**config.mk**
```make
export PLATFORM = sky130hd
export DESIGN_NAME = ppm_frame_decoder
export DESIGN_NICKNAME = d
export VERILOG_FILES = /design/src/rtl/ppm_pkg.sv /design/src/rtl/ppm_edge_sync.sv /design/src/rtl/ppm_frame_decoder.sv
export SDC_FILE = /design/constraint.sdc
export NUM_CORES = 1
export LEC_CHECK = 0
export BUFFER_PORTS_ARGS = -buffer_cell sky130_fd_sc_hd__buf_2
export CAP_MARGIN = 20
export CORE_MARGIN = 5
export CORE_UTILIZATION = 62
export DETAILED_ROUTE_END_ITERATION = 8
export PLACE_DENSITY = 0.9
export SYNTH_ARGS = -nofsm -noshare
export SYNTH_HDL_FRONTEND = slang
export SYNTH_HIERARCHICAL = 1
export SYNTH_SLANG_ARGS = --single-unit
```
**constraint.sdc**
```tcl
create_clock -name clk -period 3.07 [get_ports clk]
set_clock_uncertainty 0.15 [all_clocks]
set_input_delay 0.4605 -clock clk [delete_from_list [all_inputs] [get_ports clk]]
set_output_delay 0.4605 -clock clk [all_outputs]
set_load 0.005 [all_outputs]
```
**src/rtl/ppm_pkg.sv**
```systemverilog
// Shared types and constants for the PPM receiver front end.
package ppm_pkg;

    typedef enum logic {
        HUNT = 1'b0,
        RUN  = 1'b1
    } ppm_state_t;

    localparam int DEF_SYNC_TICKS    = 200;
    localparam int DEF_TIMEOUT_TICKS = 2000;

    function automatic int cnt_width(input int timeout_ticks);
        return $clog2(timeout_ticks + 1);
    endfunction

endpackage

```
**src/rtl/ppm_edge_sync.sv**
```systemverilog
// Two-flop synchroniser for an asynchronous pin, plus a delay flop and a registered rising-edge pulse.
module ppm_edge_sync (
    input  logic clk,
    input  logic reset_n,
    input  logic async_in,
    output logic rise
);

    logic sync1;
    logic sync2;
    logic dly;

    always_ff @(posedge clk) begin
        if (!reset_n) begin
            sync1 <= 1'b0;
            sync2 <= 1'b0;
            dly   <= 1'b0;
            rise  <= 1'b0;
        end else begin
            sync1 <= async_in;
            sync2 <= sync1;
            dly   <= sync2;
            rise  <= sync2 & ~dly;
        end
    end

endmodule

```
**src/rtl/ppm_frame_decoder.sv**
```systemverilog
// PPM frame decoder: times rise-to-rise gaps in prescaled ticks and publishes double-buffered frames.
// Optional failsafe load on signal loss is enabled by defining PPM_FAILSAFE_EN.
//
//   state | meaning
//   HUNT  | waiting for a sync gap; pulses are ignored
//   RUN   | collecting channel pulses into the shadow bank
module ppm_frame_decoder
    import ppm_pkg::*;
#(
    parameter int NUM_CHANNELS   = 8,
    parameter int WIDTH          = 8,
    parameter int CLK_DIV        = 64,
    parameter int SYNC_TICKS     = DEF_SYNC_TICKS,
    parameter int TIMEOUT_TICKS  = DEF_TIMEOUT_TICKS,
    parameter int FAILSAFE_VALUE = 0
) (
    input  logic                                 clk,
    input  logic                                 reset_n,
    input  logic                                 ppm_signal,
    output logic [NUM_CHANNELS-1:0][WIDTH-1:0]   channels,
    output logic                                 frame_valid,
    output logic                                 frame_error,
    output logic                                 signal_lost,
    output logic                                 locked
);

    localparam int CNT_W   = cnt_width(TIMEOUT_TICKS);
    localparam int PRE_W   = (CLK_DIV > 1) ? $clog2(CLK_DIV) : 1;
    localparam int IDX_W   = $clog2(NUM_CHANNELS + 1);
    localparam int MAX_VAL = (2 ** WIDTH) - 1;
    localparam logic [WIDTH-1:0] FS_VAL = WIDTH'(FAILSAFE_VALUE);

`ifdef PPM_FAILSAFE_EN
    localparam bit FAILSAFE_EN = 1'b1;
`else
    localparam bit FAILSAFE_EN = 1'b0;
`endif

    logic                                edge_pulse;
    logic [PRE_W-1:0]                    presc_q;
    logic [CNT_W-1:0]                    interval_q;
    logic                                tick;
    ppm_state_t                          state_q, state_d;
    logic [IDX_W-1:0]                    idx_q, idx_d;
    logic                                timed_out_q;
    logic [NUM_CHANNELS-1:0][WIDTH-1:0]  shadow_q;
    logic [WIDTH-1:0]                    store_val;
    logic                                is_sync;
    logic                                do_store, do_commit, do_error, do_timeout;

    ppm_edge_sync u_edge_sync (
        .clk      (clk),
        .reset_n  (reset_n),
        .async_in (ppm_signal),
        .rise     (edge_pulse)
    );

    assign tick      = (presc_q == PRE_W'(CLK_DIV - 1));
    assign is_sync   = (interval_q >= CNT_W'(SYNC_TICKS));
    assign store_val = (int'(interval_q) > MAX_VAL) ? WIDTH'(MAX_VAL) : WIDTH'(interval_q);
    assign locked    = (state_q == RUN);

    always_comb begin
        state_d    = state_q;
        idx_d      = idx_q;
        do_store   = 1'b0;
        do_commit  = 1'b0;
        do_error   = 1'b0;
        do_timeout = 1'b0;
        if (edge_pulse) begin
            case (state_q)
                HUNT: begin
                    if (is_sync) begin
                        state_d = RUN;
                        idx_d   = '0;
                    end
                end
                RUN: begin
                    if (!is_sync) begin
                        if (idx_q < IDX_W'(NUM_CHANNELS)) begin
                            do_store = 1'b1;
                            idx_d    = idx_q + IDX_W'(1);
                        end else begin
                            do_error = 1'b1;
                            state_d  = HUNT;
                            idx_d    = '0;
                        end
                    end else begin
                        if (idx_q == IDX_W'(NUM_CHANNELS)) do_commit = 1'b1;
                        else                               do_error  = 1'b1;
                        idx_d = '0;
                    end
                end
                default: state_d = HUNT;
            endcase
        end else if (interval_q == CNT_W'(TIMEOUT_TICKS) && !timed_out_q) begin
            // Loss is reported once per silent period; the flag rearms on the next edge.
            do_timeout = 1'b1;
            state_d    = HUNT;
            idx_d      = '0;
        end
    end

    always_ff @(posedge clk) begin
        if (!reset_n) begin
            presc_q     <= '0;
            interval_q  <= '0;
            state_q     <= HUNT;
            idx_q       <= '0;
            timed_out_q <= 1'b0;
            shadow_q    <= '0;
            channels    <= '0;
            frame_valid <= 1'b0;
            frame_error <= 1'b0;
            signal_lost <= 1'b1;
        end else begin
            state_q     <= state_d;
            idx_q       <= idx_d;
            frame_valid <= do_commit;
            frame_error <= do_error;

            if (edge_pulse) begin
                presc_q    <= '0;
                interval_q <= '0;
            end else if (tick) begin
                presc_q <= '0;
                if (interval_q != CNT_W'(TIMEOUT_TICKS))
                    interval_q <= interval_q + CNT_W'(1);
            end else begin
                presc_q <= presc_q + PRE_W'(1);
            end

            if (edge_pulse)      timed_out_q <= 1'b0;
            else if (do_timeout) timed_out_q <= 1'b1;

            for (int i = 0; i < NUM_CHANNELS; i++) begin
                if (do_store && idx_q == IDX_W'(i))
                    shadow_q[i] <= store_val;
            end
            if (do_timeout)
                shadow_q <= '0;

            if (do_commit) begin
                channels    <= shadow_q;
                signal_lost <= 1'b0;
            end else if (do_timeout) begin
                signal_lost <= 1'b1;
                if (FAILSAFE_EN)
                    channels <= {NUM_CHANNELS{FS_VAL}};
            end
        end
    end

endmodule

```
==> reports/summary.md, run 1 <==
- run status: finished clean
- synthesized area per cell: 9.00 um2
- synthesized netlist cell count: 683
- maximum number of pins on one net before global-route repair: 67
- area occupied by registers: 3160 um2
- Sinks on Clock Net: 158
- first-pass GRT wire length: 24,900 um
- initial antenna violation count: 0
- number of max-cap violations: 0
- vias after detailed routing: 5,313
- die extent in y: 110 um
- RSZ-0062 raised after global routing: false
- number of gates resized after cts: 0
- routability-driven placement congestion ratio: 0.825
- insertion delay to the later sink of the worst-skew pair: 0.53 ns
- area of the placeable core: 9730 um2
- net count of the finished layout: 745
- Post-route DRC: 0
- class of the tightest hold or removal check: primary input to flip-flop
- maximum level of the CTS H-tree: 4
- I/O pin total: 71
- netlist area before placement: 6150 um2
- standby leakage power: 2.60 nW
- number of global-route vias before repair: 5,065
- fraction of layout instances using a drive strength above 1: 18.6%
- clock tree from TritonCTS: done
- largest fanout on the critical path: 16
- synthesis-to-layout area growth: 15.6%
- final setup violation count: 0
- clock-pin slew on the worst setup and hold paths: 0.07 ns
- input/output buffers: 70
- share of flip-flops with an asynchronous set or reset after synthesis: 0%
- Critical Path End Type: flip-flop
- num rows: 36
- fill cell count: 684
- Cell Count Post-Placement: 848
- most instantiated flip-flop cell in the synthesis netlist: sky130_fd_sc_hd__dfxtp_1
- post-detailed-placement half-perimeter wirelength: 9030 um
- PwrDens: 574 nW/um2
- antenna diode count: 0
- die width: 110 um
- top cells by area in the synthesized netlist: sky130_fd_sc_hd__dfxtp_1 (51%), sky130_fd_sc_hd__a211oi_1 (7.4%), sky130_fd_sc_hd__nand3_1 (6.1%), sky130_fd_sc_hd__o21ai_0 (5.9%), sky130_fd_sc_hd__nand2_1 (5.0%)
- worst vdd rail ir drop: 0.000341 V
- effective utilization at floorplan: 63.2%
- total iterations of the first detailed-routing run: 6
- post-synthesis sequential area ratio: 51.4%
- slew at the pin with the worst max-slew slack: 0.834 ns
- post-synthesis sequential element count: 158
- total area of multi-input combinational cells: 2650 um2
- CP arrival: 2.90 ns
- crit path launch type: flip-flop
- area fraction of the dominant cell type after synthesis: 51.4%
- fmax: 380 MHz
- share of the cycle needed by the critical path after routing: 85.7%
- warnings from Yosys: 6
- most numerous cell in the Yosys netlist: sky130_fd_sc_hd__dfxtp_1
- final core occ: 73.1%
- non-filler instance count after layout: 880
- Worst EP required: 3.34 ns
- number of DRC violations after detailed-routing iteration 0: 512
- total grt overflow: 0
- total negative setup slack: 0 ns
- Post CTS Setup Buffer Count: 0
- vias per std cell: 6.04
- top cells by count, synth: sky130_fd_sc_hd__dfxtp_1 (158), sky130_fd_sc_hd__nand2_1 (82), sky130_fd_sc_hd__nand3_1 (75)
- worst rel slew slack: 44.2%
- post-DR wirelength/cell: 17.0 um
- antenna viol nets, final: 0
- Total GRT Usage: 26.4%
- max-slew violation total from the final report: 0
- Synth cell types: 50
- most area-hungry cell type in the Yosys netlist: sky130_fd_sc_hd__dfxtp_1
- clock buffer count from CTS: 17
- maximum count of clock buffers along a single path: 2
- number of flops mapped to enable cells by yosys: 0
- Final Hold Violating Endpoints: 0
- number of nets in the synthesized netlist: 693
- min cycle time layout: 2.63 ns
- overall die area: 12,000 um2
- total detailed-routing wirelength: 15,000 um
- type of the worst setup path: flip-flop to flip-flop
- cell at the root of the clock tree: sky130_fd_sc_hd__clkbuf_8
-- cells by family after synthesis --
group,after synthesis,share of synthesized area [%]
simple gates,263,21.6
mux,1,0.163
fa+ha+maj,7,1.42
xor+xnor,5,0.712
buf+inv,64,5.76
compound gates,185,18.9
flops,158,51.4
-- timing repair --
item,CTS,global route
hold endpoints to repair,1,0
hold buffers,1,0
setup endpoints to repair,0,0
-- through the flow --
stage | cell area, um2 | total power, mW | setup WS [ns] | hold WS, ns
after global routing | 7110 | 4.20 | 0.221 | 0.197
after CTS | 7110 | 4.08 | 0.470 | 0.164
final | 7110 | 4.08 | 0.439 | 0.185
after global placement | 6550 | 2.16 | 0.719 | 0.280
after floorplan | 6150 | 2.16 | 1.02 | 0.268
after detailed placement | 6550 | 2.17 | 0.587 | 0.283
-- power breakdown --
| group | internal [mW] | leakage [nW] | switching (mW) |
|---|---|---|---|
| Clock | 1.10 | 0.270 | 0.854 |
| Combinational | 0.0143 | 1.06 | 0.0498 |
| Sequential | 2.05 | 1.27 | 0.00449 |
| Total | 3.17 | 2.60 | 0.908 |
-- area by class of cell --
cell class,count,area share (%)
clock inverter,12,1.58
multi-input combinational,461,37.3
inverter,7,0.370
sequential,158,44.5
tap,133,2.34
clock buffer,19,6.07
timing repair buffer,90,7.82
-- critical path, stage by stage, from the launching register on --
cell and delay (ns):
sky130_fd_sc_hd__dfxtp_1 0.34, sky130_fd_sc_hd__or3_1 0.71, sky130_fd_sc_hd__nor4b_4 0.83, sky130_fd_sc_hd__nor2_1 0.15, sky130_fd_sc_hd__a211oi_1 0.34
-- flip-flops by register name, summed over array words and instances (netlist names) --
register,cells
u_edge_sync/rise,1
timed_out_q,1
u_edge_sync/sync2,1
frame_valid,1
signal_lost,1
channels,64
u_edge_sync/sync1,1
frame_error,1
u_edge_sync/dly,1
interval_q,11
shadow_q,64
idx_q,4
locked,1
presc_q,6
-- routing by layer --
metal,GRT usage (%),share of wire (%),vias up
li1,-,-,2514
met1,31.6,41,2525
met2,44.6,50,227
met3,6.40,6.6,47
met4,12.4,3.1,0
met5,0,0,-
-- worst paths after layout --
kind | from | endpoint | slack (ns) | cells after the start
setup / recovery | interval_q[10] | shadow_q[19] | 0.44 | 4
hold / removal | reset_n | channels[11] | 0.18 | 3
setup reg to reg | interval_q[10] | shadow_q[19] | 0.44 | 4
hold reg to reg | u_edge_sync/sync1 | u_edge_sync/sync2 | 0.31 | 1
-- cell usage in the layout, fill, tap and decap left out, drive strengths merged, types with 2 or more instances in the layout --
cell type and instances:
dfxtp 158, buf 89, nand2 82, nand3 75, o21ai 72, a211oi 66, nor2 63, a21oi 33
clkbuf 19, inv 10, and2 10, ha 7, clkinv 7, nor4b 5, or3 4, nand4 4
xnor2 4, nor3 4, o31ai 4, or4 3, nand2b 2, and3 2, nor4 2, and3b 2
nand4b 2, o311ai 2
No activity file was read; power rests on OpenSTA's default activity.
==> run 2: changes to the inputs <==
--- a/config.mk
+++ b/config.mk
@@ -5,6 +5,7 @@
 export SDC_FILE = /design/constraint.sdc
 export NUM_CORES = 1
 export LEC_CHECK = 0
+export ABC_AREA = 1
 export BUFFER_PORTS_ARGS = -buffer_cell sky130_fd_sc_hd__buf_2
 export CAP_MARGIN = 20
 export CORE_MARGIN = 5
==> reports/summary.md, run 2 <==
- final setup violation count: 0
- die extent in y: 111 um
- standby leakage power: 2.93 nW
- first-pass GRT wire length: 24,000 um
- Total GRT Usage: 23.3%
- routed metal-1 wire length: 6040 um
- largest family of logic cells by synthesized area: compound AO/OA/AOI/OAI gates
- number of max-cap violations: 0
- Slowest-stage cell, CP: sky130_fd_sc_hd__nand3_4
- number of global-route vias before repair: 5,237
- placement-stage cell area: 6720 um2
- cell at the root of the clock tree: sky130_fd_sc_hd__clkbuf_8
- routability-driven placement congestion ratio: 0.872
- slew at the pin with the worst max-slew slack: 0.542 ns
- worst rel slew slack: 63.8%
- metal3 WL: 989 um
- largest stage delay on the critical path: 0.43 ns
- reg2reg path depth: 8
- post-detailed-placement half-perimeter wirelength: 8820 um
- max-slew violation total from the final report: 0
- effective utilization at floorplan: 62.5%
- I/O pin total: 71
- warnings from Yosys: 6
- antenna diode count: 0
- number of buffer and inverter stages on the critical path: 2
- share of the cycle needed by the critical path after routing: 83.9%
- uppermost layer routed: met4
- FF-to-FF Start: idx_q[0]
- leading cell type in the layout, fill and taps excluded: sky130_fd_sc_hd__dfxtp_1
- number of buffers inserted by hold repair at cts: 1
- overall die area: 12,400 um2
- clock tree from TritonCTS: done
- share of flip-flops with an asynchronous set or reset after synthesis: 0%
- Sinks on Clock Net: 158
- total negative setup slack: 0 ns
- total grt overflow: 0
- endpoint of the worst hold-timing path: channels[19]
- synthesis-to-layout area growth: 14.5%
- r2r setup slk: 0.49 ns
- maximum number of pins on one net before global-route repair: 56
- Hold Crit Start: reset_n
- series of cell instances along the critical path: inv_1 > ha_1 > nand2_1 > nor2_1 > nand3_4 > buf_4 > o21ai_0 > a21oi_1
- complex-gate fraction of the synthesized area: 20.6%
- fraction of layout instances using a drive strength above 1: 15.9%
- run status: finished clean
- CP arrival: 2.83 ns
- area of the placeable core: 10,200 um2
- input/output buffers: 70
- RSZ-0062 raised after global routing: false
- die width: 111 um
- setup slack at placement: 0.601 ns
- endpoint of the lowest-slack register-to-register path: channels[21]
- post-synthesis sequential area ratio: 49.7%
- Post-route DRC: 0
- hold slack final: 0.234 ns
- Synth cell types: 31
- commonest cells after routing, fill and taps aside: sky130_fd_sc_hd__dfxtp_1 (158), sky130_fd_sc_hd__nand2_1 (156), sky130_fd_sc_hd__a21oi_1 (131)
- area fraction of the dominant cell type after synthesis: 49.7%
- most numerous cell in the Yosys netlist: sky130_fd_sc_hd__dfxtp_1
- Post CTS Setup Buffer Count: 0
- maximum level of the CTS H-tree: 4
- synthesized netlist cell count: 818
- post-DR wirelength/cell: 14.1 um
- insertion delay to the later sink of the worst-skew pair: 0.53 ns
- largest fanout on the critical path: 50
- net count of the finished layout: 889
- PwrDens: 561 nW/um2
- number of flops mapped to enable cells by yosys: 0
- Worst Hold Depth: 3
- vias after detailed routing: 5,547
- Final Hold Violating Endpoints: 0
- total iterations of the first detailed-routing run: 5
- worst vdd rail ir drop: 0.000309 V
- post-synthesis share of cell area spent on and, or, nand and nor gates: 16.9%
- type of the worst setup path: flip-flop to flip-flop
- clock-pin slew on the worst setup and hold paths: 0.07 ns
- vias per std cell: 5.40
- leading registers by flop count: channels x64, shadow_q x64, interval_q x11
- min cycle time layout: 2.58 ns
- adder-cell share of the synthesized area: 1.38%
- class of the tightest hold or removal check: primary input to flip-flop
- top cells by count, synth: sky130_fd_sc_hd__dfxtp_1 (158), sky130_fd_sc_hd__nand2_1 (156), sky130_fd_sc_hd__a21oi_1 (131)
- num rows: 37
- initial antenna violation count: 0
- Critical Path End Type: flip-flop
- maximum count of clock buffers along a single path: 2
- final total power: 4.09 mW
- fmax: 388 MHz
- number of nets in the synthesized netlist: 828
- total detailed-routing wirelength: 14,500 um
- post-synthesis share of cell area spent on xor and xnor gates: 0.551%
- antenna viol nets, final: 0
- crit path launch type: flip-flop
- netlist area before placement: 6360 um2
- synthesized area per cell: 7.78 um2
- top cells by area in the synthesized netlist: sky130_fd_sc_hd__dfxtp_1 (50%), sky130_fd_sc_hd__a21oi_1 (10%), sky130_fd_sc_hd__nand2_1 (9.2%), sky130_fd_sc_hd__o21ai_0 (6.9%), sky130_fd_sc_hd__inv_1 (6.7%)
- clock buffer count from CTS: 17
- post-route worst setup slack: 0.493 ns
- wire length on met2: 6850 um
- number of DRC violations after detailed-routing iteration 0: 437
- Crit path max-delay family: simple AND/OR/NAND/NOR gates
- number of gates resized after cts: 0
- design area: 7280 um2
- Worst EP required: 3.33 ns
- post-synthesis sequential element count: 158
- share of synthesized area spent on multiplexers: 0%
- most instantiated flip-flop cell in the synthesis netlist: sky130_fd_sc_hd__dfxtp_1
- most area-hungry cell type in the Yosys netlist: sky130_fd_sc_hd__dfxtp_1
run 2: cell types whose count changed in the layout (fill, tap and decap cells not counted), moves of 7 or more:
cell,before,now
sky130_fd_sc_hd__and2_1,7,0
sky130_fd_sc_hd__inv_1,7,113
sky130_fd_sc_hd__nor2_4,0,9
sky130_fd_sc_hd__a21oi_1,33,131
sky130_fd_sc_hd__o21ai_0,72,88
sky130_fd_sc_hd__a211oi_1,60,0
sky130_fd_sc_hd__nand3_1,75,9
sky130_fd_sc_hd__nand2_1,82,156
sky130_fd_sc_hd__nor2_1,61,51
sky130_fd_sc_hd__buf_4,16,7
sky130_fd_sc_hd__o21ai_1,0,8
sky130_fd_sc_hd__o21bai_1,0,9
sky130_fd_sc_hd__a21oi_2,0,10
run 2: cells by family after synthesis:
group	Yosys count
buf+inv	154
fa+ha+maj	7
compound gates	249
simple gates	246
flops	158
xor+xnor	4
run 2: worst min-delay path, cell delays in order:
cell	delay (ns)
sky130_fd_sc_hd__buf_2	0.23
sky130_fd_sc_hd__o21ai_0	0.12
sky130_fd_sc_hd__a21oi_1	0.04
run 2: power by group:
| group | internal (mW) | switching, mW | total (mW) | leakage [nW] |
|---|---|---|---|---|
| combinational | 0.0172 | 0.0503 | 0.0676 | 1.39 |
| clock | 1.09 | 0.873 | 1.96 | 0.269 |
| sequential | 2.05 | 0.00370 | 2.06 | 1.27 |
run 2: area by class of cell:
cell class	count	area, um2
inverter	117	442
fill	774	2900
clock buffer	17	414
multi-input combinational	506	2530
timing repair buffer	79	433
clock inverter	14	135
tap	136	170
sequential	158	3160
run 2: layer usage:
metal | track usage (%) | vias to the layer above
met3 | 6.17 | 54
met4 | 12.5 | 0
met2 | 37.8 | 219
li1 | - | 2759
met1 | 28.4 | 2515
met5 | 0 | -
run 2: stage by stage:
step	util (%)	std cells
floorplan	-	818
global placement	66.0	995
detailed placement	66.0	995
CTS	71.5	1027
global route	71.5	1027
finish	71.5	1027
run 2: worst max-delay path by stage:
| stage | startpoint | endpoint | depth (start not counted) |
|---|---|---|---|
| after floorplan | interval_q[0] | interval_q[1] | 9 |
| after detailed placement | idx_q[0] | channels[12] | 8 |
| after global routing | idx_q[0] | channels[21] | 8 |
| after global placement | idx_q[0] | channels[11] | 8 |
| after CTS | idx_q[0] | channels[21] | 8 |
| final | idx_q[0] | channels[21] | 8 |
